File: config.mk
export PLATFORM = sky130hd
export DESIGN_NAME = wide_rd_port_arbiter
export DESIGN_NICKNAME = d
export VERILOG_FILES = /design/src/rtl/wide_rd_arb_pkg.sv /design/src/rtl/wide_rd_port_arbiter_rr_priority_pick.sv /design/src/rtl/wide_rd_port_arbiter.sv
export SDC_FILE = /design/constraint.sdc
export NUM_CORES = 1
export LEC_CHECK = 0
export ABC_AREA = 1
export CORE_UTILIZATION = 30
export CTS_CLUSTER_SIZE = 20
export DETAILED_ROUTE_END_ITERATION = 16
export DONT_BUFFER_PORTS = 1
export GPL_ROUTABILITY_DRIVEN = 1
export SLEW_MARGIN = 20
export SYNTH_ARGS = -nofsm -noshare
export SYNTH_HDL_FRONTEND = slang
export SYNTH_SLANG_ARGS = --single-unit
File: constraint.sdc
create_clock -name clk -period 2.9 [get_ports clk]
set_clock_uncertainty 0.2 [all_clocks]
set_input_delay 0.435 -clock clk [delete_from_list [all_inputs] [get_ports clk]]
set_output_delay 0.435 -clock clk [all_outputs]
set_load 0.01 [all_outputs]
File: src/rtl/wide_rd_arb_pkg.sv
// -----------------------------------------------------------------------------
// wide_rd_arb_pkg
//   Shared definitions for the wide read-port arbiter.
//   - WORD_W   : data width of each memory read port
//   - MAX_REQ  : largest requester count the helpers are sized for
//   - IDW      : requester id width at MAX_REQ (the top trims to its own width)
//   - rsp_slot_t : one stage of the response pipeline {valid, id}
//   - rr_pick  : round-robin find-first, returns {found, idx}
// -----------------------------------------------------------------------------
package wide_rd_arb_pkg;

  localparam int WORD_W  = 32;
  localparam int MAX_REQ = 8;
  localparam int IDW     = 3;

  typedef struct packed {
    logic           valid;
    logic [IDW-1:0] id;
  } rsp_slot_t;

  // Walks the requester ring starting at ptr and returns the first requester
  // with its bit set. Only the first n positions take part, and the walk
  // index wraps by compare-and-clear so non-power-of-two counts behave.
  function automatic logic [IDW:0] rr_pick(input logic [MAX_REQ-1:0] req,
                                           input logic [IDW-1:0]     ptr,
                                           input int                 n);
    logic           found;
    logic [IDW-1:0] idx;
    logic [IDW-1:0] cand;
    found = 1'b0;
    idx   = '0;
    cand  = ptr;
    for (int i = 0; i < MAX_REQ; i++) begin
      if (i < n) begin
        if (!found && req[cand]) begin
          found = 1'b1;
          idx   = cand;
        end
        if (cand == IDW'(n - 1)) begin
          cand = '0;
        end else begin
          cand = cand + IDW'(1);
        end
      end
    end
    return {found, idx};
  endfunction

endpackage

File: src/rtl/wide_rd_port_arbiter_rr_priority_pick.sv
// -----------------------------------------------------------------------------
// rr_priority_pick
//   Combinational rotate-find-first used by the read-port arbiter.
//   Ports:
//     i_req   : request vector, one bit per requester
//     i_ptr   : index at which the search starts (0..N_REQ-1)
//     o_found : at least one request is present
//     o_idx   : index of the first requester at or after i_ptr (with wrap)
// -----------------------------------------------------------------------------
module rr_priority_pick
  import wide_rd_arb_pkg::*;
#(
  parameter int N_REQ = 4,
  parameter int ID_W  = 2
) (
  input  logic [N_REQ-1:0] i_req,
  input  logic [ID_W-1:0]  i_ptr,
  output logic             o_found,
  output logic [ID_W-1:0]  o_idx
);

  logic [MAX_REQ-1:0] req_ext;
  logic [IDW-1:0]     ptr_ext;

  // Widen to the package helper's fixed sizes; unused upper requesters stay 0
  always_comb begin
    req_ext              = '0;
    req_ext[N_REQ-1:0]   = i_req;
    ptr_ext              = '0;
    ptr_ext[ID_W-1:0]    = i_ptr;
  end

  // The walk is limited to N_REQ positions, so "found" is just any request
  assign o_found = |i_req;
  assign o_idx   = ID_W'(rr_pick(req_ext, ptr_ext, N_REQ));

endmodule

File: src/rtl/wide_rd_port_arbiter.sv
// -----------------------------------------------------------------------------
// wide_rd_port_arbiter
//   Round-robin arbiter sharing one dual-read-port, 32-bit-wide input RAM
//   between N_REQ requesters. One grant per cycle; the winner's two addresses
//   go to the RAM together and the returned word pair is tagged back to the
//   winner RD_LAT cycles later.
//
//   Ports:
//     clk, rst            : clock, asynchronous active-high reset
//     i_en                : arbitration enable (0 blocks new grants)
//     i_req               : per-requester request, held until granted
//     i_raddr0/i_raddr1   : packed addresses, requester k at [k*AW +: AW]
//     o_gnt               : one-hot combinational grant
//     o_rvalid            : one-hot response valid
//     o_rdata0/o_rdata1   : broadcast read data (passthrough of RAM data)
//     mem_raddr0/1        : RAM addresses
//     mem_rdata0/1        : RAM read data
//     o_busy              : any request pending or any response in flight
//
//   Optional (macro WIDE_RD_ARB_STATS_EN):
//     i_stats_clr         : synchronous clear of the counters
//     o_grant_cnt         : per-requester saturating grant counters, packed
//     o_stall_cnt         : cycles with at least one waiting requester
// -----------------------------------------------------------------------------
module wide_rd_port_arbiter
  import wide_rd_arb_pkg::*;
#(
  parameter int AW     = 10,
  parameter int N_REQ  = 4,
  parameter int RD_LAT = 1
) (
  input  logic                clk,
  input  logic                rst,
  input  logic                i_en,
  input  logic [N_REQ-1:0]    i_req,
  input  logic [N_REQ*AW-1:0] i_raddr0,
  input  logic [N_REQ*AW-1:0] i_raddr1,
  output logic [N_REQ-1:0]    o_gnt,
  output logic [N_REQ-1:0]    o_rvalid,
  output logic [WORD_W-1:0]   o_rdata0,
  output logic [WORD_W-1:0]   o_rdata1,
  output logic [AW-1:0]       mem_raddr0,
  output logic [AW-1:0]       mem_raddr1,
  input  logic [WORD_W-1:0]   mem_rdata0,
  input  logic [WORD_W-1:0]   mem_rdata1,
  output logic                o_busy
`ifdef WIDE_RD_ARB_STATS_EN
  ,
  input  logic                i_stats_clr,
  output logic [N_REQ*32-1:0] o_grant_cnt,
  output logic [31:0]         o_stall_cnt
`endif
);

  localparam int ID_W = (N_REQ > 1) ? $clog2(N_REQ) : 1;

  logic [ID_W-1:0] rr_ptr;
  logic            pick_found;
  logic [ID_W-1:0] win_idx;
  logic            gnt_valid;
  logic [AW-1:0]   win_addr0;
  logic [AW-1:0]   win_addr1;
  logic [AW-1:0]   last_addr0;
  logic [AW-1:0]   last_addr1;
  rsp_slot_t       rsp_pipe [RD_LAT];
  logic            pipe_busy;

  rr_priority_pick #(
    .N_REQ (N_REQ),
    .ID_W  (ID_W)
  ) u_pick (
    .i_req   (i_req),
    .i_ptr   (rr_ptr),
    .o_found (pick_found),
    .o_idx   (win_idx)
  );

  // Grants are suppressed while reset is asserted so every output reads 0
  // immediately, not just after the next edge.
  assign gnt_valid = i_en & pick_found & ~rst;

  always_comb begin
    o_gnt = '0;
    if (gnt_valid) begin
      o_gnt[win_idx] = 1'b1;
    end
  end

  assign win_addr0 = i_raddr0[int'(win_idx)*AW +: AW];
  assign win_addr1 = i_raddr1[int'(win_idx)*AW +: AW];

  // Outside a grant cycle the RAM sees the last granted pair, so its address
  // lines only move when a new read is actually issued.
  assign mem_raddr0 = gnt_valid ? win_addr0 : last_addr0;
  assign mem_raddr1 = gnt_valid ? win_addr1 : last_addr1;

  // Pointer moves one past the winner; wrap by compare-and-clear
  always_ff @(posedge clk or posedge rst) begin
    if (rst) begin
      rr_ptr <= '0;
    end else if (gnt_valid) begin
      if (win_idx == ID_W'(N_REQ - 1)) begin
        rr_ptr <= '0;
      end else begin
        rr_ptr <= win_idx + ID_W'(1);
      end
    end
  end

  always_ff @(posedge clk or posedge rst) begin
    if (rst) begin
      last_addr0 <= '0;
      last_addr1 <= '0;
    end else if (gnt_valid) begin
      last_addr0 <= win_addr0;
      last_addr1 <= win_addr1;
    end
  end

  // Response tag pipeline: mirrors the RAM latency so the tag reaches the
  // last stage in the same cycle as the data it belongs to. Reset empties it,
  // which drops any read that was in flight.
  always_ff @(posedge clk or posedge rst) begin
    if (rst) begin
      for (int i = 0; i < RD_LAT; i++) begin
        rsp_pipe[i] <= '0;
      end
    end else begin
      rsp_pipe[0].valid <= gnt_valid;
      rsp_pipe[0].id    <= IDW'(win_idx);
      for (int i = 1; i < RD_LAT; i++) begin
        rsp_pipe[i] <= rsp_pipe[i-1];
      end
    end
  end

  always_comb begin
    o_rvalid = '0;
    if (rsp_pipe[RD_LAT-1].valid) begin
      o_rvalid = N_REQ'(1) << rsp_pipe[RD_LAT-1].id;
    end
  end

  assign o_rdata0 = mem_rdata0;
  assign o_rdata1 = mem_rdata1;

  always_comb begin
    pipe_busy = 1'b0;
    for (int i = 0; i < RD_LAT; i++) begin
      pipe_busy = pipe_busy | rsp_pipe[i].valid;
    end
  end

  assign o_busy = ~rst & ((|i_req) | pipe_busy);

`ifdef WIDE_RD_ARB_STATS_EN
  logic [31:0] grant_cnt [N_REQ];
  logic [31:0] stall_cnt;
  logic        any_stall;

  assign any_stall = |(i_req & ~o_gnt);

  // Grant counters saturate; clear wins over a same-cycle increment
  always_ff @(posedge clk or posedge rst) begin
    if (rst) begin
      for (int k = 0; k < N_REQ; k++) begin
        grant_cnt[k] <= '0;
      end
      stall_cnt <= '0;
    end else if (i_stats_clr) begin
      for (int k = 0; k < N_REQ; k++) begin
        grant_cnt[k] <= '0;
      end
      stall_cnt <= '0;
    end else begin
      for (int k = 0; k < N_REQ; k++) begin
        if (o_gnt[k] && (grant_cnt[k] != 32'hFFFF_FFFF)) begin
          grant_cnt[k] <= grant_cnt[k] + 32'd1;
        end
      end
      if (any_stall) begin
        stall_cnt <= stall_cnt + 32'd1;
      end
    end
  end

  always_comb begin
    o_grant_cnt = '0;
    for (int k = 0; k < N_REQ; k++) begin
      o_grant_cnt[k*32 +: 32] = grant_cnt[k];
    end
  end

  assign o_stall_cnt = stall_cnt;
`endif

endmodule

==> results.py, run 1 <==
metrics = {
    "synthesis": {
        "synth_top_family_by_area": "simple AND/OR/NAND/NOR gates",
        "avgSynthCellArea_um2": 5.99,
        "yosys.area_share.adder_pct": 2.12,
        "yosys.area_share.xor_xnor_pct": 0,
        "synth_compound_area_share_pct": 0.807,
        "syn_inst": 492,
        "synthDistinctLibCells": 24,
        "synth_mux_area_share_pct": 0,
        "ys_seq_area_share_pct": 21.2,
        "synth-simple-area-share_pct": 41.6,
        "syn_nets": 648,
        "ys_ff_latch": 25,
        "yosys_warnings": 0,
        "syn_area_um2": 2950,
    },
    "outcome": {
        "status": "finished with violations",
        "violations": "negative setup slack",
    },
    "cells_and_area": {
        "finish.utilization_pct": 33.9,
        "multi_input_area_um2": 1620,
        "layout.cells.non_filler": 565,
        "seq_area_um2": 626,
        "syn2layout_area_growth_pct": 7.77,
        "nFillCells": 1059,
        "fin_nets": 593,
        "n_antenna_cell": 0,
        "drive_gt1_share_pct": 24.1,
        "design_area_um2": 3180,
    },
    "sta": {
        "slew_headroom_pct": 44.6,
        "hold_violations": 0,
        "fin_crit_ns": 2.98,
        "worst_slew_pin_slew_ns": 0.830,
        "post-route-period-util_pct": 103,
        "finalMaxSlewViolations": 0,
        "finalSetupViolations": 23,
        "holdWs_ns": 0.0472,
        "setup_tns_ns": -1.05,
        "fin_ws_ns": -0.0764,
        "rsz0062_at_grt": "yes",
        "fmax_mhz": 336,
    },
    "cts": {
        "clock_latency_ns": 0.27,
        "root_buffer": "clkbuf_8",
        "cts_tree": "done",
        "cts.clk_slew.worst_paths_ns": 0.09,
        "cts_made_buffers": 3,
        "clkSinkCount": 25,
        "cts_max_level": 1,
        "cts.path.max_buffers": 2,
        "hold_buffers": 0,
    },
    "critical_path": {
        "startpoint_type": "flip-flop",
        "critPathMaxFanout": 8,
        "worstPathArrival_ns": 2.34,
        "critPathKind": "reg2out",
        "rrSetupSlack_ns": 0.50,
        "crit_path_end_kind": "output port",
        "worst_ep_required_time_ns": 2.27,
    },
    "min_path": {
        "hp-class": "in2async",
    },
    "job": {
        "drv_cap": 0,
    },
    "power_and_ir_drop": {
        "p_leak_nw": 1.82,
        "power.total_mw": 5.63,
        "powerDensity_nw_per_um2": 1770,
        "ir_worst_vdd_v": 0.000610,
    },
    "placed_design": {
        "place.port_buffers": 0,
        "place.gp.congestion": 0.842,
        "hpwl_um": 6200,
        "dp_slack_ns": -0.00241,
        "dpl.cell_count": 551,
        "placed_area_um2": 2630,
    },
    "route": {
        "wirelength_um": 8600,
        "avgRoutedWirePerCell_um": 15.2,
        "vias": 2747,
        "first_pass_iters": 4,
        "drtIter0Drc": 111,
        "remaining_drc_errors": 0,
        "viasPerCell": 4.86,
        "antenna_left": 0,
    },
    "floorplan": {
        "die_area_um2": 10200,
        "coreArea_um2": 9370,
        "die_y_um": 101,
        "num_rows": 35,
        "io_pins": 244,
        "start_util_pct": 31.4,
        "die_x_um": 101,
    },
    "global_route": {
        "grt_max_degree": 27,
        "antenna_found_initial": 0,
        "track_usage_pct": 16.2,
        "grt_pass1_vias": 2513,
        "grt_pass1_wl_um": 12800,
        "gr-total-overflow": 0,
    },
}
## power breakdown
part | switching, mW | leakage, nW | total, mW | internal (mW)
sequential | 0.0557 | 0.311 | 0.568 | 0.512
combinational | 2.96 | 1.48 | 4.85 | 1.90
clock | 0.116 | 0.0228 | 0.214 | 0.0983
total | 3.13 | 1.82 | 5.63 | 2.51
## per-layer routing
metal / wire length (um) / track usage, % / up-vias
li1: - / - / 1314
met1: 3550 / 19.4 / 1281
met2: 4200 / 28.3 / 130
met3: 653 / 4.23 / 22
met4: 191 / 4.91 / 0
met5: 0 / 0 / -
## cell usage after synthesis
library cell	number	area, um^2
nand2_1	128	480
nor2_1	6	22.5
clkbuf_1	5	18.8
nand2_4	2	22.5
nand4_1	2	12.5
nor2_4	1	11.3
inv_1	104	390
inv_2	1	3.75
buf_1	3	11.3
inv_4	1	6.26
nor3_1	4	20.0
nand4_2	1	12.5
buf_6	3	33.8
o21ai_2	1	8.76
buf_2	10	50.1
ha_1	5	62.6
o21ai_0	3	15.0
nor2_8	1	20.0
dfrtp_1	25	626
nand2_2	5	31.3
buf_4	66	495
nand3_1	111	556
nor4_1	1	6.26
nand3_2	3	30.0
## registers in the layout (all words and copies together) (netlist names)
name,count
pipe_busy,1
rsp_pipe,2
rr_ptr,2
last_addr0,10
last_addr1,10
## logic make-up (layout without fill, tap and decap cells)
logic type                 after synthesis  after routing
AOI/OAI and AO/OA                        4              4
adders and majority gates                5              5
buffers and inverters                  193            137
and+or+nand+nor                        265            265
DFF                                     25             25
## cells in the final DEF (no fill, tap or decap), types with 2 or more instances in the layout
master     instances
ha_1               2
nand2_2           29
buf_4             15
nor2_2             3
dfrtp_1           25
nor2_4             3
buf_6              4
nand3_2           16
nand3_4            4
nand3_1           94
ha_4               3
inv_2              2
nand4_1            2
o21ai_0            3
buf_8              3
clkbuf_8           3
nand2_4            9
inv_1            101
nor3_1             4
buf_12             3
inv_8              2
clkbuf_16          2
nand2_1           97
## cell type report
cell class	instances	share of cell area [%]
inverters	106	13.1
repair buffers	27	9.85
well taps	129	5.08
multi-input cells	274	50.9
clock buffers	4	1.42
flip-flops and latches	25	19.7
## repair_timing
| item | 4_1_cts | 5_1_grt |
|---|---|---|
| pin swaps | 9 | 27 |
| buffers inserted | 5 | 3 |
| gates resized for setup | 52 | 47 |
| endpoints found under the setup margin | 24 | 24 |
| gates cloned | 0 | 2 |
## critical path, stage by stage (launching register included)
cell,delay (ns)
dfrtp_1,0.43
buf_6,0.17
inv_8,0.08
nand2_2,0.08
nand3_4,0.12
nand2_4,0.08
nor2_8,0.18
nand3_4,0.12
o21ai_4,0.18
buf_12,0.16
clkbuf_16,0.16
nand3_2,0.07
nand2_1,0.05
nand2_1,0.05
nand2_2,0.14
## worst paths after layout
check	from	endpoint	cells past startpoint
worst max register to register	rr_ptr[0]$_DFFE_PP0P_	rr_ptr[1]$_DFFE_PP0P_	12
min in group clk	last_addr0[4]$_DFF_PP0_	last_addr0[4]$_DFF_PP0_	2
worst max-delay path	rr_ptr[0]$_DFFE_PP0P_	mem_raddr1[3]	14
max in group asynchronous	rst	last_addr0[2]$_DFF_PP0_	2
worst min register to register	last_addr0[4]$_DFF_PP0_	last_addr0[4]$_DFF_PP0_	2
worst min-delay path	rst	rr_ptr[0]$_DFFE_PP0P_	2
(Power assumes the default switching activity.)
==> run 2: changes to the inputs <==
Settings changed: SETUP_SLACK_MARGIN from default to 0.15, SLEW_MARGIN 20 to 5.
==> run 2 against run 1 <==
  * The run still ends with negative setup slack left
  * Global-route usage unchanged
  * Count of clock-buffer cells in the layout stayed put
  * Clock power barely moved
  * Utilization did not move
  * Cell area is the same
  * Critical path depth stayed put
  * Power hardly changed
  * Non-clock buffer count unchanged
  * Combinational power about the same
  * Hold slack worse by 0.00053 ns
  * Sequential power hardly changed
  * Critical endpoint unchanged
  * Largest cell class unchanged
==> results.py, run 2 (synthesized netlist as in run 1, its figures left out) <==
metrics = {
    "outcome": {
        "status": "finished with violations",
        "violations": "negative setup slack",
    },
    "global_route": {
        "gr-total-overflow": 0,
        "grt_max_degree": 27,
        "track_usage_pct": 16.2,
        "grt_pass1_vias": 2511,
        "antenna_found_initial": 0,
        "grt_pass1_wl_um": 12800,
    },
    "route": {
        "viasPerCell": 4.88,
        "met2WireLength_um": 4220,
        "antenna_left": 0,
        "remaining_drc_errors": 0,
        "highest_layer": "met4",
        "drtIter0Drc": 102,
        "vias": 2759,
        "wirelength_um": 8620,
        "avgRoutedWirePerCell_um": 15.2,
        "met3_wirelength_um": 644,
        "first_pass_iters": 4,
        "wl_met1_um": 3590,
    },
    "sta": {
        "slew_headroom_pct": 44.7,
        "finalMaxSlewViolations": 0,
        "fin_crit_ns": 2.98,
        "worst_slew_pin_slew_ns": 0.828,
        "post-route-period-util_pct": 103,
        "fmax_mhz": 336,
        "fin_ws_ns": -0.0764,
        "hold_violations": 0,
        "finalSetupViolations": 23,
        "rsz0062_at_grt": "yes",
        "holdWs_ns": 0.0467,
    },
    "power_and_ir_drop": {
        "switching_share_pct": 55.5,
        "p_clk_share_pct": 3.8,
        "ir_worst_vdd_v": 0.000610,
        "p_comb_share_pct": 86.1,
        "p_leak_nw": 1.82,
        "p_seq_share_pct": 10.1,
        "powerDensity_nw_per_um2": 1770,
        "power.total_mw": 5.63,
        "p_int_mw": 2.51,
        "power_switching_mw": 3.13,
    },
    "floorplan": {
        "die_x_um": 101,
        "num_rows": 35,
        "coreArea_um2": 9370,
        "io_pins": 244,
        "start_util_pct": 31.4,
        "die_y_um": 101,
        "die_area_um2": 10200,
    },
    "cells_and_area": {
        "design_area_um2": 3180,
        "final_cell_mix": "inv_1, nand2_1, nand3_1",
        "nFillCells": 1059,
        "syn2layout_area_growth_pct": 7.77,
        "fin_nets": 593,
        "multi_input_area_um2": 1620,
        "top_regs": "last_addr0: 10 flops, last_addr1: 10 flops",
        "drive_gt1_share_pct": 24.1,
        "final_common_cell": "inv_1",
        "n_antenna_cell": 0,
        "seq_area_um2": 626,
        "layout.cells.non_filler": 565,
    },
    "placed_design": {
        "placed_area_um2": 2630,
        "place.gp.congestion": 0.842,
        "place.port_buffers": 0,
        "dpl.cell_count": 551,
        "hpwl_um": 6200,
        "dp_slack_ns": -0.00241,
    },
    "critical_path": {
        "startpoint": "rr_ptr[0]$_DFFE_PP0P_",
        "worst_ep_required_time_ns": 2.27,
        "crit_path_end_kind": "output port",
        "critPathMaxFanout": 8,
        "worstReg2RegStart": "rr_ptr[0]$_DFFE_PP0P_",
        "critPathKind": "reg2out",
        "worstPathArrival_ns": 2.34,
        "startpoint_type": "flip-flop",
    },
    "cts": {
        "hold_buffers": 0,
        "cts.clk_slew.worst_paths_ns": 0.09,
        "clkSinkCount": 25,
        "cts_max_level": 1,
        "clock_latency_ns": 0.27,
        "cts_tree": "done",
        "root_buffer": "clkbuf_8",
        "cts.path.max_buffers": 2,
        "cts_made_buffers": 3,
    },
    "job": {
        "drv_cap": 0,
    },
    "min_path": {
        "hp-class": "in2async",
    },
}
-- run 2: cell counts in the layout (fill, tap and decap cells not counted) --
No cell type changed its count.
-- run 2: area by class of cell --
cell class / count / area share, %
Multi-Input combinational cell: 274 / 50.9
Sequential cell: 25 / 19.7
Inverter: 106 / 13.1
Timing Repair Buffer: 27 / 9.85
Tap cell: 129 / 5.08
Clock buffer: 4 / 1.42
-- run 2: path summary, 6_finish.rpt --
check                                           to  slack, ns  depth (start not counted)
setup reg to reg             rr_ptr[1]$_DFFE_PP0P_       0.50                         12
max in group asynchronous  last_addr0[2]$_DFF_PP0_       2.19                          2
hold reg to reg            last_addr0[4]$_DFF_PP0_       0.31                          2
setup / recovery                     mem_raddr1[3]      -0.08                         14
hold / removal               rr_ptr[0]$_DFFE_PP0P_       0.05                          2
min in group clk           last_addr0[4]$_DFF_PP0_       0.31                          2
-- run 2: metal layers --
layer | track usage, % | vias to the layer above
li1 | - | 1314
met1 | 19.4 | 1292
met2 | 28.3 | 133
met3 | 4.23 | 20
met4 | 4.91 | 0
met5 | 0 | -
-- run 2: critical path: stages (launching register included) --
cell and delay (ns):
dfrtp_1 0.43, buf_6 0.17, inv_8 0.08, nand2_2 0.08, nand3_4 0.12, nand2_4 0.08
nor2_8 0.18, nand3_4 0.12, o21ai_4 0.18, buf_12 0.16, clkbuf_16 0.16, nand3_2 0.07
nand2_1 0.05, nand2_1 0.05, nand2_2 0.14
-- run 2: power groups by stage --
stage / sequential (mW) / combinational, mW / clock (mW)
2_1_floorplan: 0.563 / 2.85 / 0
3_3_place_gp: 0.567 / 3.47 / 0
3_5_place_dp: 0.569 / 3.52 / 0
4_1_cts: 0.568 / 4.10 / 0.225
5_1_grt: 0.585 / 5.38 / 0.237
6_report: 0.568 / 4.85 / 0.214
-- run 2: per-stage QoR --
step	TNS, ns	util [%]
floorplan	0	-
global placement	0	28.0
detailed placement	-0.00241	28.0
CTS	-0.677	30.9
global route	-4.61	33.9
finish	-1.05	33.9
-- run 2: repair_timing --
item                                    4_1_cts  5_1_grt
cloned                                        0        2
pin swaps                                     9       27
endpoints found under the setup margin       24       24
setup buffers                                 5        3
resized for setup                            52       47
==> run 3: changes to the inputs <==
Settings changed: CORE_MARGIN from default to 5.
==> run 3 against run 2 <==
  * Wire length rose by 11%
  * Fmax fell by 2.9%
  * Hold slack improved by 0.012 ns
  * Setup slack got worse by 0.090 ns
  * Count of clock-buffer cells in the layout did not move
  * Register-to-register slack got worse by 0.05 ns
  * Global-route usage fell by 1.7 points
  * Sequential share of layout area fell by 0.96 points
  * Die area rose by 16%
  * Power rose by 3.7%
  * First-iteration DRC count rose by 21%
  * The flow still finishes with violations (negative setup slack)
  * Combinational power rose by 4%
==> results.py, run 3 (synthesized netlist as in run 1, its figures left out) <==
metrics = {
    "placed_design": {
        "hpwl_um": 6790,
        "place.gp.congestion": 0.857,
        "dpl.cell_count": 554,
        "place.port_buffers": 0,
        "placed_area_um2": 2620,
    },
    "cts": {
        "hold_buffers": 0,
        "cts_made_buffers": 3,
        "clkSinkCount": 25,
        "cts.clk_slew.worst_paths_ns": 0.10,
        "cts.path.max_buffers": 2,
        "cts_max_level": 1,
        "clock_latency_ns": 0.27,
        "cts_tree": "done",
        "root_buffer": "clkbuf_8",
    },
    "sta": {
        "worst_slew_pin_slew_ns": 0.809,
        "hold_violations": 0,
        "post-route-period-util_pct": 106,
        "rsz0062_at_grt": "yes",
        "fin_crit_ns": 3.07,
        "holdWs_ns": 0.0590,
        "finalSetupViolations": 24,
        "slew_headroom_pct": 46.0,
        "fmax_mhz": 326,
        "fin_ws_ns": -0.166,
        "finalMaxSlewViolations": 0,
        "setup_tns_ns": -2.23,
    },
    "critical_path": {
        "crit_path_end_kind": "output port",
        "critPathMaxFanout": 10,
        "r2r_cells": 16,
        "startpoint_type": "flip-flop",
        "worstPathArrival_ns": 2.43,
        "worst_ep_required_time_ns": 2.27,
        "critPathKind": "reg2out",
    },
    "global_route": {
        "grt_pass1_vias": 2644,
        "grt_max_degree": 27,
        "grt_pass1_wl_um": 13400,
        "gr-total-overflow": 0,
        "antenna_found_initial": 0,
        "track_usage_pct": 14.4,
    },
    "power_and_ir_drop": {
        "power.total_mw": 5.84,
        "p_int_mw": 2.61,
        "powerDensity_nw_per_um2": 1750,
        "ir_worst_vdd_v": 0.000608,
        "p_leak_nw": 1.89,
        "p_comb_share_pct": 86.5,
        "switching_share_pct": 55.3,
        "power_switching_mw": 3.23,
        "p_clk_share_pct": 3.7,
        "p_seq_share_pct": 9.8,
    },
    "job": {
        "drv_cap": 0,
    },
    "route": {
        "viasPerCell": 4.80,
        "antenna_left": 0,
        "vias": 2762,
        "avgRoutedWirePerCell_um": 16.6,
        "drtIter0Drc": 123,
        "first_pass_iters": 4,
        "wirelength_um": 9560,
        "remaining_drc_errors": 0,
    },
    "cells_and_area": {
        "n_antenna_cell": 0,
        "layout.cells.non_filler": 575,
        "top_regs": "last_addr0: 10 flops, last_addr1: 10 flops",
        "syn2layout_area_growth_pct": 13.3,
        "nFillCells": 1051,
        "design_area_um2": 3340,
        "final_cell_mix": "inv_1, nand2_1, nand3_1",
        "drive_gt1_share_pct": 27.1,
        "final_common_cell": "inv_1",
        "fin_nets": 599,
    },
    "outcome": {
        "violations": "negative setup slack",
        "status": "finished with violations",
    },
    "min_path": {
        "hp-class": "in2async",
    },
    "floorplan": {
        "io_pins": 244,
        "start_util_pct": 30.4,
        "coreArea_um2": 9680,
        "num_rows": 36,
        "die_area_um2": 11900,
        "die_x_um": 109,
        "die_y_um": 109,
    },
}
-- run 3: changes by cell type in the layout (fill, tap and decap cells not counted), sizes merged --
cell	before	now
buf	25	29
clkbuf	6	8
-- run 3: timing repair --
item                       4_1_cts  5_1_grt
pin swaps                       15       25
gates resized for setup         59       62
setup buffers                    4        6
setup endpoints to repair       24       24
gates cloned                     0        7
-- run 3: layer usage --
layer	vias to the layer above	wire, um	GRT usage [%]
met5	-	0	0
met3	28	803	4.85
met4	0	267	4.33
met1	1278	3900	16.6
li1	1326	-	-
met2	130	4590	25.2
-- run 3: through the flow --
stage	util, %	setup WS (ns)
floorplan	-	0.254
global placement	27.1	0.0605
detailed placement	27.1	0.00934
CTS	30.2	-0.0660
global route	34.5	-0.326
finish	34.5	-0.166
-- run 3: final timing paths --
kind                                    startpoint                       to  slack [ns]
setup / recovery             rr_ptr[0]$_DFFE_PP0P_            mem_raddr0[2]       -0.17
hold / removal                                 rst    rr_ptr[1]$_DFFE_PP0P_        0.06
setup reg to reg             rr_ptr[0]$_DFFE_PP0P_  last_addr0[2]$_DFF_PP0_        0.45
hold reg to reg            last_addr1[0]$_DFF_PP0_  last_addr1[0]$_DFF_PP0_        0.32
max in group asynchronous                      rst  last_addr1[2]$_DFF_PP0_        2.17
min in group clk                      i_raddr1[26]  last_addr1[6]$_DFF_PP0_        0.31
-- run 3: layout make-up --
class | count | area, um^2 | area share, %
inverters | 106 | 415 | 12.4
well taps | 133 | 166 | 4.99
flip-flops and latches | 25 | 626 | 18.7
repair buffers | 33 | 434 | 13.0
multi-input cells | 274 | 1650 | 49.5
clock buffers | 4 | 45.0 | 1.35
-- run 3: power groups by stage --
stage,sequential (mW),combinational [mW],clock [mW]
6_report,0.571,5.05,0.216
5_1_grt,0.589,5.58,0.239
4_1_cts,0.572,4.14,0.229
3_5_place_dp,0.576,3.51,0
3_3_place_gp,0.572,3.48,0
2_1_floorplan,0.563,2.85,0
-- run 3: critical path, cell delays in order, from the launching register on --
cell,delay (ns)
dfrtp_1,0.44
buf_6,0.17
nand2_1,0.10
nand2_4,0.08
nand2_4,0.09
nand2_4,0.07
nor2_8,0.17
buf_6,0.12
nand4_4,0.08
buf_12,0.17
clkbuf_16,0.17
nand3_1,0.10
nand3_1,0.10
nand2_1,0.08
nand2_1,0.07
nand2_2,0.15
